**config.mk**
```make
export PLATFORM = sky130hd
export DESIGN_NAME = rvfi_reg_source
export DESIGN_NICKNAME = d
export VERILOG_FILES = /design/src/rtl/rvfi_reg_source_pkg.sv /design/src/rtl/rvfi_reg_source_fwd.sv /design/src/rtl/rvfi_reg_source.sv
export SDC_FILE = /design/constraint.sdc
export NUM_CORES = 2
export LEC_CHECK = 0
export BUFFER_PORTS_ARGS = -buffer_cell sky130_fd_sc_hd__buf_2
export CAP_MARGIN = 5
export CORE_ASPECT_RATIO = 1.1
export CORE_MARGIN = 3
export CORE_UTILIZATION = 63
export DETAILED_ROUTE_END_ITERATION = 8
export PLACE_DENSITY = 0.81
export SYNTH_ARGS = -nofsm -noshare
export SYNTH_HDL_FRONTEND = slang
export SYNTH_SLANG_ARGS = --single-unit
```
**constraint.sdc**
```tcl
create_clock -name clock -period 59.8 [get_ports clock]
set_input_delay 8.97 -clock clock [delete_from_list [all_inputs] [get_ports clock]]
set_output_delay 8.97 -clock clock [all_outputs]
set_load 0.1 [all_outputs]
```
**src/rtl/rvfi_reg_source_pkg.sv**
```systemverilog
// Shared constants and the channel-slice helper for the RVFI register source.
// Latency: n/a (declarations only).
// Backpressure: n/a.
package rvfi_reg_source_pkg;

    localparam int REG_IDX_W = 5;
    localparam int NREGS     = 32;
    localparam int ORDER_W   = 64;

    // Low bit of channel `ch` inside a flat per-channel vector of `width`-bit lanes.
    function automatic int ch_lo(input int ch, input int width);
        return ch * width;
    endfunction

endpackage

```
**src/rtl/rvfi_reg_source_fwd.sv**
```systemverilog
// Per-channel rs1/rs2 read network: shadow file plus same-beat writes of lower channels.
// Latency: purely combinational.
// Backpressure: none; consumer decides when results are used.
//
// Ports:
//   i_shadow            architectural register file (entry 0 is never written)
//   i_valid             per-channel retire valid
//   i_rs1/rs2/rd_addr   per-channel register indices, flat NRET*5
//   i_rd_wdata          per-channel rd write data, flat NRET*XLEN
//   o_rs1/rs2_rdata     per-channel read data after channel-order forwarding
module rvfi_reg_source_fwd
    import rvfi_reg_source_pkg::*;
#(
    parameter int XLEN = 32,
    parameter int NRET = 1
) (
    input  logic [NREGS-1:0][XLEN-1:0]  i_shadow,
    input  logic [NRET-1:0]             i_valid,
    input  logic [NRET*REG_IDX_W-1:0]   i_rs1_addr,
    input  logic [NRET*REG_IDX_W-1:0]   i_rs2_addr,
    input  logic [NRET*REG_IDX_W-1:0]   i_rd_addr,
    input  logic [NRET*XLEN-1:0]        i_rd_wdata,
    output logic [NRET*XLEN-1:0]        o_rs1_rdata,
    output logic [NRET*XLEN-1:0]        o_rs2_rdata
);

    logic [REG_IDX_W-1:0] w_a1;
    logic [REG_IDX_W-1:0] w_a2;
    logic [REG_IDX_W-1:0] w_wr;
    logic [XLEN-1:0]      w_d1;
    logic [XLEN-1:0]      w_d2;
    logic [NRET*XLEN-1:0] w_rs1_rdata;
    logic [NRET*XLEN-1:0] w_rs2_rdata;

    always_comb begin
        w_rs1_rdata = '0;
        w_rs2_rdata = '0;
        w_a1        = '0;
        w_a2        = '0;
        w_wr        = '0;
        w_d1        = '0;
        w_d2        = '0;
        for (int c = 0; c < NRET; c++) begin
            w_a1 = i_rs1_addr[ch_lo(c, REG_IDX_W) +: REG_IDX_W];
            w_a2 = i_rs2_addr[ch_lo(c, REG_IDX_W) +: REG_IDX_W];
            w_d1 = (w_a1 == '0) ? '0 : i_shadow[w_a1];
            w_d2 = (w_a2 == '0) ? '0 : i_shadow[w_a2];
            // Walk lower channels in ascending order so the highest earlier writer wins.
            for (int k = 0; k < c; k++) begin
                w_wr = i_rd_addr[ch_lo(k, REG_IDX_W) +: REG_IDX_W];
                if (i_valid[k] && (w_wr != '0)) begin
                    if (w_wr == w_a1) w_d1 = i_rd_wdata[ch_lo(k, XLEN) +: XLEN];
                    if (w_wr == w_a2) w_d2 = i_rd_wdata[ch_lo(k, XLEN) +: XLEN];
                end
            end
            w_rs1_rdata[ch_lo(c, XLEN) +: XLEN] = w_d1;
            w_rs2_rdata[ch_lo(c, XLEN) +: XLEN] = w_d2;
        end
    end

    assign o_rs1_rdata = w_rs1_rdata;
    assign o_rs2_rdata = w_rs2_rdata;

endmodule

```
**src/rtl/rvfi_reg_source.sv**
```systemverilog
// Retire-event to RVFI register-field source with shadow register file and order counter.
// Latency: 1 cycle from accept to rvfi_* outputs.
// Backpressure: in_ready = output empty or out_ready; outputs, shadow and counter hold while stalled.
//
// Ports:
//   clock, reset        rising-edge clock, asynchronous active-high reset
//   in_valid/in_ready   per-channel retire valid, single all-channel ready
//   in_rs1/rs2/rd_addr  register indices, in_rd_wdata rd write data
//   out_ready           sink accepts the registered output stage
//   rvfi_*              registered RVFI valid/order/address/data fields
`ifndef RISCV_FORMAL_XLEN
`define RISCV_FORMAL_XLEN 32
`endif
`ifndef RISCV_FORMAL_NRET
`define RISCV_FORMAL_NRET 1
`endif

module rvfi_reg_source
    import rvfi_reg_source_pkg::*;
#(
    parameter int XLEN = `RISCV_FORMAL_XLEN,
    parameter int NRET = `RISCV_FORMAL_NRET
) (
    input  logic                        clock,
    input  logic                        reset,
    input  logic [NRET-1:0]             in_valid,
    output logic                        in_ready,
    input  logic [NRET*REG_IDX_W-1:0]   in_rs1_addr,
    input  logic [NRET*REG_IDX_W-1:0]   in_rs2_addr,
    input  logic [NRET*REG_IDX_W-1:0]   in_rd_addr,
    input  logic [NRET*XLEN-1:0]        in_rd_wdata,
    input  logic                        out_ready,
    output logic [NRET-1:0]             rvfi_valid,
    output logic [NRET*ORDER_W-1:0]     rvfi_order,
    output logic [NRET*REG_IDX_W-1:0]   rvfi_rs1_addr,
    output logic [NRET*REG_IDX_W-1:0]   rvfi_rs2_addr,
    output logic [NRET*REG_IDX_W-1:0]   rvfi_rd_addr,
    output logic [NRET*XLEN-1:0]        rvfi_rs1_rdata,
    output logic [NRET*XLEN-1:0]        rvfi_rs2_rdata,
    output logic [NRET*XLEN-1:0]        rvfi_rd_wdata
);

    logic [NREGS-1:0][XLEN-1:0] r_shadow;
    logic [NREGS-1:0][XLEN-1:0] w_shadow_nxt;
    logic [ORDER_W-1:0]         r_order;
    logic [ORDER_W-1:0]         w_order_nxt;
    logic                       w_accept;
    logic [REG_IDX_W-1:0]       w_rd;

    logic [NRET*XLEN-1:0]       w_fwd_rs1;
    logic [NRET*XLEN-1:0]       w_fwd_rs2;

    logic [NRET-1:0]            w_valid;
    logic [NRET*ORDER_W-1:0]    w_order;
    logic [NRET*REG_IDX_W-1:0]  w_rs1_addr;
    logic [NRET*REG_IDX_W-1:0]  w_rs2_addr;
    logic [NRET*REG_IDX_W-1:0]  w_rd_addr;
    logic [NRET*XLEN-1:0]       w_rs1_rdata;
    logic [NRET*XLEN-1:0]       w_rs2_rdata;
    logic [NRET*XLEN-1:0]       w_rd_wdata;

    assign in_ready = (rvfi_valid == '0) | out_ready;
    assign w_accept = in_ready & (|in_valid);

    rvfi_reg_source_fwd #(
        .XLEN (XLEN),
        .NRET (NRET)
    ) u_fwd (
        .i_shadow    (r_shadow),
        .i_valid     (in_valid),
        .i_rs1_addr  (in_rs1_addr),
        .i_rs2_addr  (in_rs2_addr),
        .i_rd_addr   (in_rd_addr),
        .i_rd_wdata  (in_rd_wdata),
        .o_rs1_rdata (w_fwd_rs1),
        .o_rs2_rdata (w_fwd_rs2)
    );

    // Build the next output beat, next shadow file and next counter.
    // Invalid channels stay all-zero and consume no order number.
    always_comb begin
        w_shadow_nxt = r_shadow;
        w_order_nxt  = r_order;
        w_valid      = '0;
        w_order      = '0;
        w_rs1_addr   = '0;
        w_rs2_addr   = '0;
        w_rd_addr    = '0;
        w_rs1_rdata  = '0;
        w_rs2_rdata  = '0;
        w_rd_wdata   = '0;
        w_rd         = '0;
        for (int c = 0; c < NRET; c++) begin
            if (in_valid[c]) begin
                w_rd = in_rd_addr[ch_lo(c, REG_IDX_W) +: REG_IDX_W];
                w_valid[c] = 1'b1;
                w_order[ch_lo(c, ORDER_W) +: ORDER_W] = w_order_nxt;
                w_order_nxt = w_order_nxt + ORDER_W'(1);
                w_rs1_addr[ch_lo(c, REG_IDX_W) +: REG_IDX_W] = in_rs1_addr[ch_lo(c, REG_IDX_W) +: REG_IDX_W];
                w_rs2_addr[ch_lo(c, REG_IDX_W) +: REG_IDX_W] = in_rs2_addr[ch_lo(c, REG_IDX_W) +: REG_IDX_W];
                w_rd_addr[ch_lo(c, REG_IDX_W) +: REG_IDX_W]  = w_rd;
                w_rs1_rdata[ch_lo(c, XLEN) +: XLEN] = w_fwd_rs1[ch_lo(c, XLEN) +: XLEN];
                w_rs2_rdata[ch_lo(c, XLEN) +: XLEN] = w_fwd_rs2[ch_lo(c, XLEN) +: XLEN];
                if (w_rd != '0) begin
                    w_rd_wdata[ch_lo(c, XLEN) +: XLEN] = in_rd_wdata[ch_lo(c, XLEN) +: XLEN];
                    w_shadow_nxt[w_rd] = in_rd_wdata[ch_lo(c, XLEN) +: XLEN];
                end
            end
        end
    end

    always_ff @(posedge clock or posedge reset) begin
        if (reset) begin
            r_shadow <= '0;
            r_order  <= '0;
        end else if (w_accept) begin
            r_shadow <= w_shadow_nxt;
            r_order  <= w_order_nxt;
        end
    end

    // Output stage reloads whenever it may advance; an idle beat loads all-zero.
    always_ff @(posedge clock or posedge reset) begin
        if (reset) begin
            rvfi_valid     <= '0;
            rvfi_order     <= '0;
            rvfi_rs1_addr  <= '0;
            rvfi_rs2_addr  <= '0;
            rvfi_rd_addr   <= '0;
            rvfi_rs1_rdata <= '0;
            rvfi_rs2_rdata <= '0;
            rvfi_rd_wdata  <= '0;
        end else if (in_ready) begin
            rvfi_valid     <= w_valid;
            rvfi_order     <= w_order;
            rvfi_rs1_addr  <= w_rs1_addr;
            rvfi_rs2_addr  <= w_rs2_addr;
            rvfi_rd_addr   <= w_rd_addr;
            rvfi_rs1_rdata <= w_rs1_rdata;
            rvfi_rs2_rdata <= w_rs2_rdata;
            rvfi_rd_wdata  <= w_rd_wdata;
        end
    end

endmodule

```
==> metrics.log <==
[metrics] CTS tree: done
[metrics] aggregate negative setup slack: 0 ns
[metrics] launching point of the worst reg2reg path: rvfi_valid$_DFFE_PP0N_
[metrics] number of synthesized register bits: 1264
[metrics] die boundary height: 338 µm
[metrics] combined area of all synthesized cells: 0.0630 mm²
[metrics] Starting DRT DRC Count: 5113
[metrics] Avg Synthesized Cell Area: 14.4 µm²
[metrics] HP Class: reg2reg
[metrics] io pins: 228
[metrics] number of synthesized flops with an enable pin: 0
[metrics] Post-Place Worst Slack: 40.41 ns
[metrics] Std-Cell Rows: 121
[metrics] number of hold violations in the final report: 0
[metrics] result of the run: finished, final reports clean
[metrics] area used by sequential logic in the layout: 0.0316 mm²
[metrics] start point of the worst hold path: r_shadow[29]$_DFFE_PP0P_
[metrics] Tcrit/Tclk final: 32.5%
[metrics] count of nets left with antenna violations after detail routing: 0
[metrics] cell type with the highest aggregate area in the netlist: dfrtp_1
[metrics] area share of the leading cell type in the synthesized netlist: 50.2%
[metrics] count of input and output buffers: 227
[metrics] number of distinct library cell variants in the gate-level netlist after synthesis: 56
[metrics] number of nets produced by synthesis: 4415
[metrics] terminus of the critical flop-to-flop path: r_shadow[535]$_DFFE_PP0P_
[metrics] maximum clock frequency: 51.5 MHz
[metrics] endpoint of the worst hold path: r_shadow[29]$_DFFE_PP0P_
[metrics] CTS Hold Bufs: 0
[metrics] arrival time reported for the critical path endpoint: 10.45 ns
[metrics] RSZ-0062 raised after global routing: false
[metrics] wire length of the first global-routing pass: 279 mm
[metrics] depth of the most critical reg-to-reg path: 8
[metrics] largest driver fanout on the critical path: 87
[metrics] post-route worst setup slack: 40.38 ns
[metrics] time the final worst path needs with I/O delays and setup: 19.42 ns
[metrics] clock tree root buffer cell: clkbuf_16
[metrics] power density normalized to cell area: 34.0 mW/mm²
[metrics] via count normalized by instance count: 7.34
[metrics] placed wire-length estimate: 106 mm
[metrics] pin count of the biggest net entering global routing: 171
[metrics] CTS max path bufs: 3
[metrics] total die area: 0.104 mm²
[metrics] Std-Cell Core Area: 0.0990 mm²
[metrics] clock latency on the worst-skew pair: 0.76 ns
[metrics] buffers inserted by post-CTS timing repair: 0
[metrics] initial cell density of the core: 63.6%
[metrics] final weighted congestion of routability-driven global placement: 0.829
[metrics] Lkg Pwr: 31.9 nW
[metrics] via count of the first global-routing pass: 43500
[metrics] cell depth of the worst min-delay path: 0
[metrics] Clk pin slew, worst setup/hold paths: 0.06 ns
[metrics] dominant synthesized flop cell: dfrtp_1
[metrics] # Max-Cap Violations: 0
[metrics] data required time at the worst endpoint: 50.83 ns
[metrics] element type at the critical path start: primary input
[metrics] area of the multi-input gates: 0.0296 mm²
[metrics] final wirelength: 186 mm
[metrics] GRT Residual Overflow: 0
[metrics] via count: 42100
[metrics] FILL cells: 6501
[metrics] FF-to-FF setup slack: 55.57 ns
[metrics] headroom to the max-slew limit: 20.0%
[metrics] Power, Total: 0.00236 W
[metrics] area growth from synthesis to final layout: 9.95%
[metrics] deepest level of the CTS H-tree: 4
[metrics] Inserted Clock Buffers: 131
[metrics] wire per inst: 32.5 µm
[metrics] Warnings, synthesis: 0
[metrics] chip width: 308 µm
[metrics] slew at the pin with the worst max-slew slack: 1.20 ns
[metrics] type of the worst setup path: in2out
[metrics] number of antenna violations at the first check in global routing: 10
[metrics] max-slew violation count: 0
[metrics] Post-Route Hold Slack: 0.377 ns
[metrics] setup skew after layout: 0.0313 ns
[metrics] TritonCTS Sinks: 1264
[metrics] layout net count: 4392
[metrics] fraction of layout cells with a size suffix above 1: 46.7%
[metrics] worst ir drop on vdd: 0.0286 mV
[metrics] first-pass iteration count of the detailed router: 5
[metrics] overall global routing resource usage: 36.3%
[metrics] type of element capturing the critical path: output pin
[metrics] top area cells in the synthesized netlist: dfrtp_1 50%, mux2_2 20%, mux4_2 14%
[metrics] sequential cell area fraction in the yosys report: 50.2%
[metrics] post-synthesis cell count: 4363
[metrics] async set or reset register ratio after synthesis: 100%
[metrics] final count of negative-setup-slack endpoints: 0
[metrics] Remaining DRCs: 0
[metrics] count of instances resized after the clock tree is built: 0
synthesized netlist by cell type (7+ instances only):
cell type and count:
o21ai_0 40, clkbuf_1 265, o311ai_0 16, o221ai_1 18, o31ai_1 12, mux2_1 13, dfrtp_1 1264, xnor2_1 38
a2111oi_0 32, nor3_1 17, and3_1 10, mux4_2 389, inv_1 9, nand3_1 47, nor4_1 7, a21oi_1 13
o22ai_1 23, nor2_1 77, a221oi_1 70, a211oi_1 33, nand2b_1 7, mux2i_1 181, a22o_1 135, nand4_1 14
xor2_1 25, o21ai_1 7, mux2_2 1092, a32o_1 7, buf_2 107, nand2_1 122, nor2b_1 29, buf_1 98
a22oi_1 92
layer usage:
| metal | vias to the layer above | global-route usage [%] | share of wire, % |
|---|---|---|---|
| li1 | 16700 | - | - |
| met1 | 22400 | 47.4 | 37 |
| met2 | 2380 | 56.9 | 47 |
| met3 | 637 | 9.38 | 9.9 |
| met4 | 12 | 18.4 | 5.6 |
| met5 | - | 0 | 0.042 |
placed cells by master, fill, tap and decap left out, types with 15 or more instances in the layout:
| master | count |
|---|---|
| xnor2_1 | 38 |
| nand3_1 | 45 |
| buf_2 | 221 |
| nor2b_1 | 21 |
| a221oi_1 | 70 |
| o311ai_0 | 16 |
| o22ai_1 | 23 |
| a22oi_1 | 92 |
| dfrtp_1 | 1264 |
| nand2_1 | 98 |
| clkbuf_8 | 18 |
| mux2_2 | 1092 |
| o21ai_0 | 40 |
| nor3_1 | 15 |
| a22o_1 | 135 |
| mux2i_1 | 181 |
| nor2_1 | 72 |
| xor2_1 | 25 |
| clkbuf_16 | 138 |
| a2111oi_0 | 32 |
| buf_4 | 85 |
| a211oi_1 | 33 |
| o221ai_1 | 18 |
| clkinv_2 | 34 |
| clkbuf_1 | 21 |
| mux4_2 | 389 |
| nand2_2 | 16 |
cell families (layout without fill, tap and decap cells):
| group | Yosys count | count (layout) | share of synthesized area, % |
|---|---|---|---|
| simple gates | 368 | 368 | 2.89 |
| buf+inv | 482 | 558 | 3.09 |
| mux | 1675 | 1675 | 36.5 |
| compound gates | 510 | 510 | 6.39 |
| other cells | 0 | 3 | 0 |
| flops | 1264 | 1264 | 50.2 |
| fa+ha+maj | 1 | 1 | 0.0199 |
| xor+xnor | 63 | 63 | 0.876 |
worst max path at each step:
stage | from | to | slack, ns
6_report | out_ready | in_ready | 40.38
5_1_grt | out_ready | in_ready | 40.27
4_1_cts | out_ready | in_ready | 40.40
3_5_place_dp | out_ready | in_ready | 40.41
3_3_place_gp | out_ready | in_ready | 40.44
2_1_floorplan | reset | r_order[0]$_DFFE_PP0P_ | 15.21
per-stage QoR:
| step | util [%] | std cells | cell area (µm²) |
|---|---|---|---|
| floorplan | - | 4363 | 63000 |
| global placement | 65.5 | 5498 | 64800 |
| detailed placement | 65.5 | 5498 | 64800 |
| CTS | 69.9 | 5730 | 69300 |
| global route | 69.9 | 5731 | 69300 |
| finish | 70.0 | 5733 | 69300 |
where the power goes:
part | switching (W) | leakage [nW] | internal (W)
clock network | 0.000346 | 2.20 | 0.000500
logic | 0.000224 | 13.1 | 0.000214
registers | 0.0000953 | 16.6 | 0.000979
worst max-delay path, cell delays in order:
cell and delay (ns):
buf_2 0.12, nor2b_4 0.10, buf_4 0.75, inv_2 0.15, buf_2 0.35
registers in the layout (all words and copies together) (netlist names):
| register | count |
|---|---|
| rvfi_rs2_rdata | 32 |
| r_order | 64 |
| r_shadow | 1024 |
| rvfi_rs2_addr | 5 |
| rvfi_order | 64 |
| rvfi_valid | 1 |
| rvfi_rs1_addr | 5 |
| rvfi_rs1_rdata | 32 |
| rvfi_rd_wdata | 32 |
| rvfi_rd_addr | 5 |
area by class of cell:
type	count	area share, %
sequential	1264	45.7
antenna	3	0.0108
tap	1291	2.33
clock inverter	55	0.918
clock buffer	177	5.46
timing repair buffer	315	2.75
multi-input combinational	2617	42.8
inverter	11	0.0705
Note: power is estimated with default switching activity, not from simulation.
